===== config.mk =====
export PLATFORM = sky130hd
export DESIGN_NAME = spi_slave
export DESIGN_NICKNAME = d
export VERILOG_FILES = /design/src/rtl/spi_pkg.sv /design/src/rtl/spi_in_sync.sv /design/src/rtl/spi_slave.sv
export SDC_FILE = /design/constraint.sdc
export NUM_CORES = 1
export LEC_CHECK = 0
export ABC_AREA = 1
export BUFFER_PORTS_ARGS = -buffer_cell sky130_fd_sc_hd__buf_2
export CAP_MARGIN = 30
export CORE_MARGIN = 5
export CORE_UTILIZATION = 40
export CTS_CLUSTER_SIZE = 25
export DETAILED_ROUTE_END_ITERATION = 8
export PLACE_DENSITY_LB_ADDON = 0.05
export SLEW_MARGIN = 15
export SYNTH_ARGS = -nofsm -noshare
export SYNTH_HDL_FRONTEND = slang
export SYNTH_SLANG_ARGS = --single-unit

===== constraint.sdc =====
create_clock -name sys_clk -period 2.62 [get_ports sys_clk]
set_clock_uncertainty 0.15 [all_clocks]
set_input_delay 0.131 -clock sys_clk [delete_from_list [all_inputs] [get_ports sys_clk]]
set_output_delay 0.131 -clock sys_clk [all_outputs]
set_load 0.02 [all_outputs]

===== src/rtl/spi_pkg.sv =====
// spi_pkg: shared constants and types for the SPI responder.
//   SPI_MODE0..SPI_MODE3 : {CPOL, CPHA} encodings of the four SPI modes
//   CPOL_BIT / CPHA_BIT  : bit positions inside a 2-bit mode value
//   SPI_DATA_W           : default word length
//   spi_state_e          : frame state (IDLE / ACTIVE)
package spi_pkg;

  localparam int SPI_DATA_W = 16;

  localparam logic [1:0] SPI_MODE0 = 2'd0;
  localparam logic [1:0] SPI_MODE1 = 2'd1;
  localparam logic [1:0] SPI_MODE2 = 2'd2;
  localparam logic [1:0] SPI_MODE3 = 2'd3;

  localparam int CPOL_BIT = 1;
  localparam int CPHA_BIT = 0;

  typedef enum logic {
    ST_IDLE   = 1'b0,
    ST_ACTIVE = 1'b1
  } spi_state_e;

endpackage


===== src/rtl/spi_in_sync.sv =====
// spi_in_sync: multi-stage input synchronizer with edge pulses.
//   clk_i, rst_i : system clock, asynchronous active-high reset
//   d_i          : asynchronous input pin
//   q_o          : synchronized level
//   rise_o       : one-cycle pulse on a synchronized 0->1 transition
//   fall_o       : one-cycle pulse on a synchronized 1->0 transition
// RST_VAL sets the level the chain assumes during reset.
module spi_in_sync #(
  parameter int   STAGES  = 2,
  parameter logic RST_VAL = 1'b0
) (
  input  logic clk_i,
  input  logic rst_i,
  input  logic d_i,
  output logic q_o,
  output logic rise_o,
  output logic fall_o
);

  logic [STAGES-1:0] sync_q;
  logic              prev_q;

  always_ff @(posedge clk_i or posedge rst_i) begin
    if (rst_i) begin
      sync_q <= {STAGES{RST_VAL}};
      prev_q <= RST_VAL;
    end else begin
      sync_q <= {sync_q[STAGES-2:0], d_i};
      prev_q <= sync_q[STAGES-1];
    end
  end

  assign q_o    = sync_q[STAGES-1];
  assign rise_o = sync_q[STAGES-1] & ~prev_q;
  assign fall_o = ~sync_q[STAGES-1] & prev_q;

endmodule


===== src/rtl/spi_slave.sv =====
// spi_slave: SPI responder, all four modes, oversampled on sys_clk.
//   sys_clk, sys_rst          : system clock, asynchronous active-high reset
//   spi_mode                  : {CPOL, CPHA}, latched at the start of a frame
//   tx_data/tx_valid/tx_ready : valid/ready write port of the TX holding register
//   rx_data/rx_valid          : last received word, one-cycle update pulse
//   tx_underrun               : pulse when a word begins with nothing to send
//   frame_err                 : pulse when chip select rises mid-word
//   spi_busy                  : frame in progress (exposes the FSM state)
//   spi_csn/spi_clk/spi_mosi  : SPI pins from the master
//   spi_miso/spi_miso_oe      : SPI data out and its output enable
// Handshake: a tx_data word is taken in any cycle where tx_valid and
// tx_ready are both high; tx_valid is ignored while tx_ready is low.
module spi_slave
  import spi_pkg::*;
#(
  parameter int DATA_W      = SPI_DATA_W,
  parameter int SYNC_STAGES = 2
) (
  input  logic              sys_clk,
  input  logic              sys_rst,
  input  logic [1:0]        spi_mode,
  input  logic [DATA_W-1:0] tx_data,
  input  logic              tx_valid,
  output logic              tx_ready,
  output logic [DATA_W-1:0] rx_data,
  output logic              rx_valid,
  output logic              tx_underrun,
  output logic              frame_err,
  output logic              spi_busy,
  input  logic              spi_csn,
  input  logic              spi_clk,
  input  logic              spi_mosi,
  output logic              spi_miso,
  output logic              spi_miso_oe
);

  localparam int CNT_W = $clog2(DATA_W);
  localparam logic [CNT_W-1:0] LAST_BIT = CNT_W'(DATA_W - 1);

  logic clk_rise, clk_fall, clk_lvl_unused;
  logic csn_rise, csn_fall, csn_lvl_unused;
  logic mosi_s, mosi_rise_unused, mosi_fall_unused;

  spi_in_sync #(.STAGES(SYNC_STAGES), .RST_VAL(1'b0)) u_sync_clk (
    .clk_i(sys_clk), .rst_i(sys_rst), .d_i(spi_clk),
    .q_o(clk_lvl_unused), .rise_o(clk_rise), .fall_o(clk_fall)
  );

  // Chip select resets to "low": a frame still in progress at reset release
  // produces no fall, so ACTIVE is reachable only after csn is seen high.
  spi_in_sync #(.STAGES(SYNC_STAGES), .RST_VAL(1'b0)) u_sync_csn (
    .clk_i(sys_clk), .rst_i(sys_rst), .d_i(spi_csn),
    .q_o(csn_lvl_unused), .rise_o(csn_rise), .fall_o(csn_fall)
  );

  spi_in_sync #(.STAGES(SYNC_STAGES), .RST_VAL(1'b0)) u_sync_mosi (
    .clk_i(sys_clk), .rst_i(sys_rst), .d_i(spi_mosi),
    .q_o(mosi_s), .rise_o(mosi_rise_unused), .fall_o(mosi_fall_unused)
  );

  spi_state_e        state_q, state_d;
  logic [1:0]        mode_q;
  logic [CNT_W-1:0]  bit_cnt_q;
  logic [DATA_W-1:0] rx_shift_q, tx_shift_q, hold_q, rx_data_q;
  logic              hold_full_q, rx_valid_q, underrun_q, frame_err_q, miso_q;
  logic              underrun_pend_q;

  // FSM
  always_ff @(posedge sys_clk or posedge sys_rst) begin
    if (sys_rst) state_q <= ST_IDLE;
    else         state_q <= state_d;
  end

  always_comb begin
    state_d = state_q;
    case (state_q)
      ST_IDLE:   if (csn_fall) state_d = ST_ACTIVE;
      ST_ACTIVE: if (csn_rise) state_d = ST_IDLE;
      default:   state_d = ST_IDLE;
    endcase
  end

  logic active, csn_start, csn_end;
  logic lead_edge, trail_edge, sample_edge, shift_edge, last_bit, wrap;
  logic word_start, start_empty;
  logic [DATA_W-1:0] start_word, rx_next;

  assign active     = (state_q == ST_ACTIVE);
  assign csn_start  = (state_q == ST_IDLE) & csn_fall;
  assign csn_end    = active & csn_rise;

  // Leading edge leaves the CPOL idle level, trailing edge returns to it.
  assign lead_edge  = mode_q[CPOL_BIT] ? clk_fall : clk_rise;
  assign trail_edge = mode_q[CPOL_BIT] ? clk_rise : clk_fall;
  assign sample_edge = active & ~csn_rise & (mode_q[CPHA_BIT] ? trail_edge : lead_edge);
  assign shift_edge  = active & ~csn_rise & (mode_q[CPHA_BIT] ? lead_edge : trail_edge);

  assign last_bit   = (bit_cnt_q == LAST_BIT);
  assign wrap       = sample_edge & last_bit;
  assign word_start = csn_start | wrap;

  // Word source at word start: holding register, else a same-cycle tx_valid
  // (tx_ready is high whenever the register is empty), else zeros.
  assign start_word  = hold_full_q ? hold_q : (tx_valid ? tx_data : '0);
  assign start_empty = ~hold_full_q & ~tx_valid;
  assign rx_next     = {rx_shift_q[DATA_W-2:0], mosi_s};

  always_ff @(posedge sys_clk or posedge sys_rst) begin
    if (sys_rst) begin
      mode_q          <= '0;
      bit_cnt_q       <= '0;
      rx_shift_q      <= '0;
      tx_shift_q      <= '0;
      hold_q          <= '0;
      hold_full_q     <= 1'b0;
      rx_data_q       <= '0;
      rx_valid_q      <= 1'b0;
      underrun_q      <= 1'b0;
      underrun_pend_q <= 1'b0;
      frame_err_q     <= 1'b0;
      miso_q          <= 1'b0;
    end else begin
      rx_valid_q  <= 1'b0;
      underrun_q  <= 1'b0;
      frame_err_q <= 1'b0;

      // Holding register: drained at word start, otherwise filled on handshake.
      // A handshake coinciding with word start bypasses the register.
      if (word_start && hold_full_q) begin
        hold_full_q <= 1'b0;
      end else if (tx_valid && !hold_full_q && !word_start) begin
        hold_q      <= tx_data;
        hold_full_q <= 1'b1;
      end

      if (csn_start) begin
        mode_q          <= spi_mode;
        bit_cnt_q       <= '0;
        rx_shift_q      <= '0;
        underrun_q      <= start_empty;
        underrun_pend_q <= 1'b0;
        // CPHA=0 presents the MSB before the first clock edge.
        if (spi_mode[CPHA_BIT]) begin
          tx_shift_q <= start_word;
        end else begin
          tx_shift_q <= start_word << 1;
          miso_q     <= start_word[DATA_W-1];
        end
      end else if (csn_end) begin
        frame_err_q     <= (bit_cnt_q != '0);
        bit_cnt_q       <= '0;
        rx_shift_q      <= '0;
        tx_shift_q      <= '0;
        miso_q          <= 1'b0;
        underrun_pend_q <= 1'b0;
      end else begin
        if (sample_edge) begin
          rx_shift_q <= rx_next;
          if (last_bit) begin
            bit_cnt_q  <= '0;
            rx_data_q  <= rx_next;
            rx_valid_q <= 1'b1;
          end else begin
            bit_cnt_q <= bit_cnt_q + CNT_W'(1);
          end
          // An empty word loaded at a wrap is reported only once its first
          // bit is exchanged, so a frame ending on a word boundary is clean.
          if (bit_cnt_q == '0 && underrun_pend_q) begin
            underrun_q      <= 1'b1;
            underrun_pend_q <= 1'b0;
          end
        end
        // At a wrap the full next word is loaded; the following shift edge
        // presents its MSB in both CPHA settings.
        if (wrap) begin
          tx_shift_q      <= start_word;
          underrun_pend_q <= start_empty;
        end else if (shift_edge) begin
          miso_q     <= tx_shift_q[DATA_W-1];
          tx_shift_q <= tx_shift_q << 1;
        end
      end
    end
  end

  assign tx_ready    = ~hold_full_q;
  assign rx_data     = rx_data_q;
  assign rx_valid    = rx_valid_q;
  assign tx_underrun = underrun_q;
  assign frame_err   = frame_err_q;
  assign spi_busy    = active;
  assign spi_miso    = miso_q;
  assign spi_miso_oe = active;

endmodule


==> results_dict.tcl <==
set metrics [dict create \
    grt_max_degree 62 \
    cts_buffers 9 \
    drtIter0Drc 135 \
    routedWlPerCell_um 12.99 \
    wirelength_mm 8.536 \
    syn-cell-area_um2 3880 \
    cts_resized 0 \
    post-dp-hpwl_mm 5.620 \
    power_w 0.003608 \
    drt_pre_antenna_iters 5 \
    grt_pass1_wl_mm 14.58 \
    critPathKind "flop to flop" \
    avgSynthCellArea_um2 8.490 \
    crit_arrival_ps 2300 \
    place_congestion 0.7597 \
    drv_slew 0 \
    fin_worst_hold_slack_ps 150.6 \
    max_slew_margin_pct 51.97 \
    cts_tree "yes" \
    layout-drive-gt1-share_pct 16.03 \
    grt_use_total_pct 15.98 \
    synth_edf_count 0 \
    start_kind "flop" \
    clock_latency_ps 360 \
    area_growth_pct 19.77 \
    tightest_slew_ps 718.7 \
    row_count 36 \
    portBuffers 46 \
    die_y_um 108.5 \
    worstReg2RegEnd "tx_shift_q[1]" \
    async_flop_share_pct 100.0 \
    place_ws_ps 356.1 \
    postLayoutCoreUtil_pct 48.44 \
    globalRouteOverflowTotal 0 \
    ir_worst_vdd_v 0.0004420 \
    drc_errors 0 \
    status "finished, final reports clean" \
    crit_path_start "u_sync_csn.prev_q" \
    crit_required_ps 2720 \
    pwr_density_cell_nw_per_um2 776.5 \
    cp-end-kind "flop" \
    synth_seq_cells 84 \
    p_leak_nw 2.314 \
    fmax_mhz 453.9 \
    r2r-start "u_sync_csn.prev_q" \
    coreArea_um2 9594 \
    r2r_setup_slack_ps 420 \
    cts_buffer_depth 2 \
    dieArea_um2 11770 \
    cts_setup_buffers 0 \
    synth_fp_nets 483 \
    grt_pass1_vias 2931 \
    num_vias 3101 \
    cts_sinks 84 \
    cts-root-buf "clkbuf_8" \
    start_util_pct 40.44 \
    h-tree-depth 3 \
    fin_crit_ps 2203 \
    via_per_inst 4.720 \
    diodes 0 \
    die_w_um 108.5 \
    finalWorstSetupSlack_ps 416.9 \
    fin_crit_sh_pct 84.09 \
    antenna_found_initial 0 \
    finalHoldViolCount 0 \
    yosys_warnings 0 \
    ys.flop_type "dfrtp_1" \
    r2r_cells 8 \
    cp_max_fo 29 \
    grt_setup_unrepaired "no" \
    synthDistinctLibCells 30 \
    final_antenna_net_count 0 \
    ioPinCount 47 \
    setup_tns_ps 0 \
    fin_nets 546 \
    synthCells 457 \
    synth-seq-area-share_pct 54.18 \
    setup_violations 0 \
    cap_viol_max_count 0 \
    clkTransAtPathRegs_ps 90 \
    hold_class "primary input to async pin" \
]
==> registers in the layout, indices dropped and copies added (netlist names) <==
register / count
bit_cnt_q: 4
frame_err: 1
hold_full_q: 1
hold_q: 16
mode_q: 2
rx_data: 16
rx_shift_q: 15
rx_valid: 1
spi_busy: 1
spi_miso: 1
tx_shift_q: 16
tx_underrun: 1
u_sync_clk.prev_q: 1
u_sync_clk.sync_q: 2
u_sync_csn.prev_q: 1
u_sync_csn.sync_q: 2
u_sync_mosi.sync_q: 2
underrun_pend_q: 1
==> layout by cell type, fill, tap and decap left out, types with 3 or more instances in the layout <==
cell and count:
nand2_1 107, dfrtp_1 84, o21ai_0 55, nor2_1 53
inv_1 50, buf_2 46, nand3_1 25, dlygate4sd3_1 23
o22ai_1 15, a22oi_1 12, a21oi_1 9, clkbuf_8 9
buf_4 5, nand3_2 3, inv_2 3
==> cells in the mapped netlist, types with 2 or more instances <==
cell / instances / area share, %
a21oi_1: 9 / 1.2
inv_1: 51 / 4.9
nand3_2: 3 / 0.77
o22ai_1: 15 / 2.4
buf_4: 5 / 0.97
o21ai_1: 2 / 0.26
inv_2: 3 / 0.29
o21ai_0: 55 / 7.1
nand2_2: 2 / 0.32
buf_6: 2 / 0.58
a22oi_1: 12 / 2.3
nand2_1: 107 / 10
dfrtp_1: 84 / 54
buf_2: 8 / 1.0
nand3_1: 25 / 3.2
clkbuf_1: 6 / 0.58
nor3_1: 2 / 0.26
ha_1: 2 / 0.64
nor2_1: 53 / 5.1
==> metrics by stage <==
stage | instance area, µm² | std cells
after floorplan | 3880 | 457
after global placement | 4204 | 619
after detailed placement | 4204 | 619
after CTS | 4647 | 657
after global routing | 4647 | 657
final | 4647 | 657
==> what timing repair did <==
action	CTS	global route
setup endpoints to repair	0	0
hold buffers	23	0
hold endpoints to repair	46	0
==> cell type report <==
cell class	count	area, µm²
Inverter	54	203.9
Fill cell	952	4947
Tap cell	133	166.4
Clock buffer	9	123.9
Multi-Input combinational cell	296	1444
Sequential cell	84	2102
Clock inverter	6	88.84
Timing Repair Buffer	75	518.0
==> how the worst max path moves through the flow <==
stage | slack, ps | depth (start not counted) | end
floorplan | 170 | 1 | bit_cnt_q[0]
global route | 140 | 6 | hold_q[3]
CTS | 320 | 6 | hold_q[3]
finish | 420 | 8 | tx_shift_q[1]
global placement | 420 | 7 | tx_shift_q[8]
detailed placement | 360 | 6 | hold_q[3]
==> power by group <==
group / leakage, nW / switching [W] / internal (W)
logic: 1.14 / 0.000585 / 0.000330
registers: 1.07 / 0.000141 / 0.00155
clock network: 0.102 / 0.000468 / 0.000533
total: 2.31 / 0.00119 / 0.00241
==> critical path, cell delays in order (launching register included) <==
cell and delay, ps:
dfrtp_1 360, inv_1 120, nor2_1 70, nand2_2 140
nand2_1 80, inv_2 310, nand3_2 540, nor2_1 240
a21oi_1 60
==> per-layer routing <==
metal | global-route usage (%) | share of wire [%]
met2 | 24.18 | 43
met1 | 22.50 | 51
met3 | 4.000 | 4.3
met4 | 5.140 | 1.5
met5 | 0 | 0
==> cells by family (layout without fill, tap and decap cells) <==
group	after synthesis	in the layout	share of synthesized area [%]
and+or+nand+nor	200	200	22.90
buffers and inverters	77	144	8.610
DFF	84	84	54.18
adders and majority gates	2	2	0.6449
AOI/OAI and AO/OA	94	94	13.67
(Power assumes the default switching activity.)
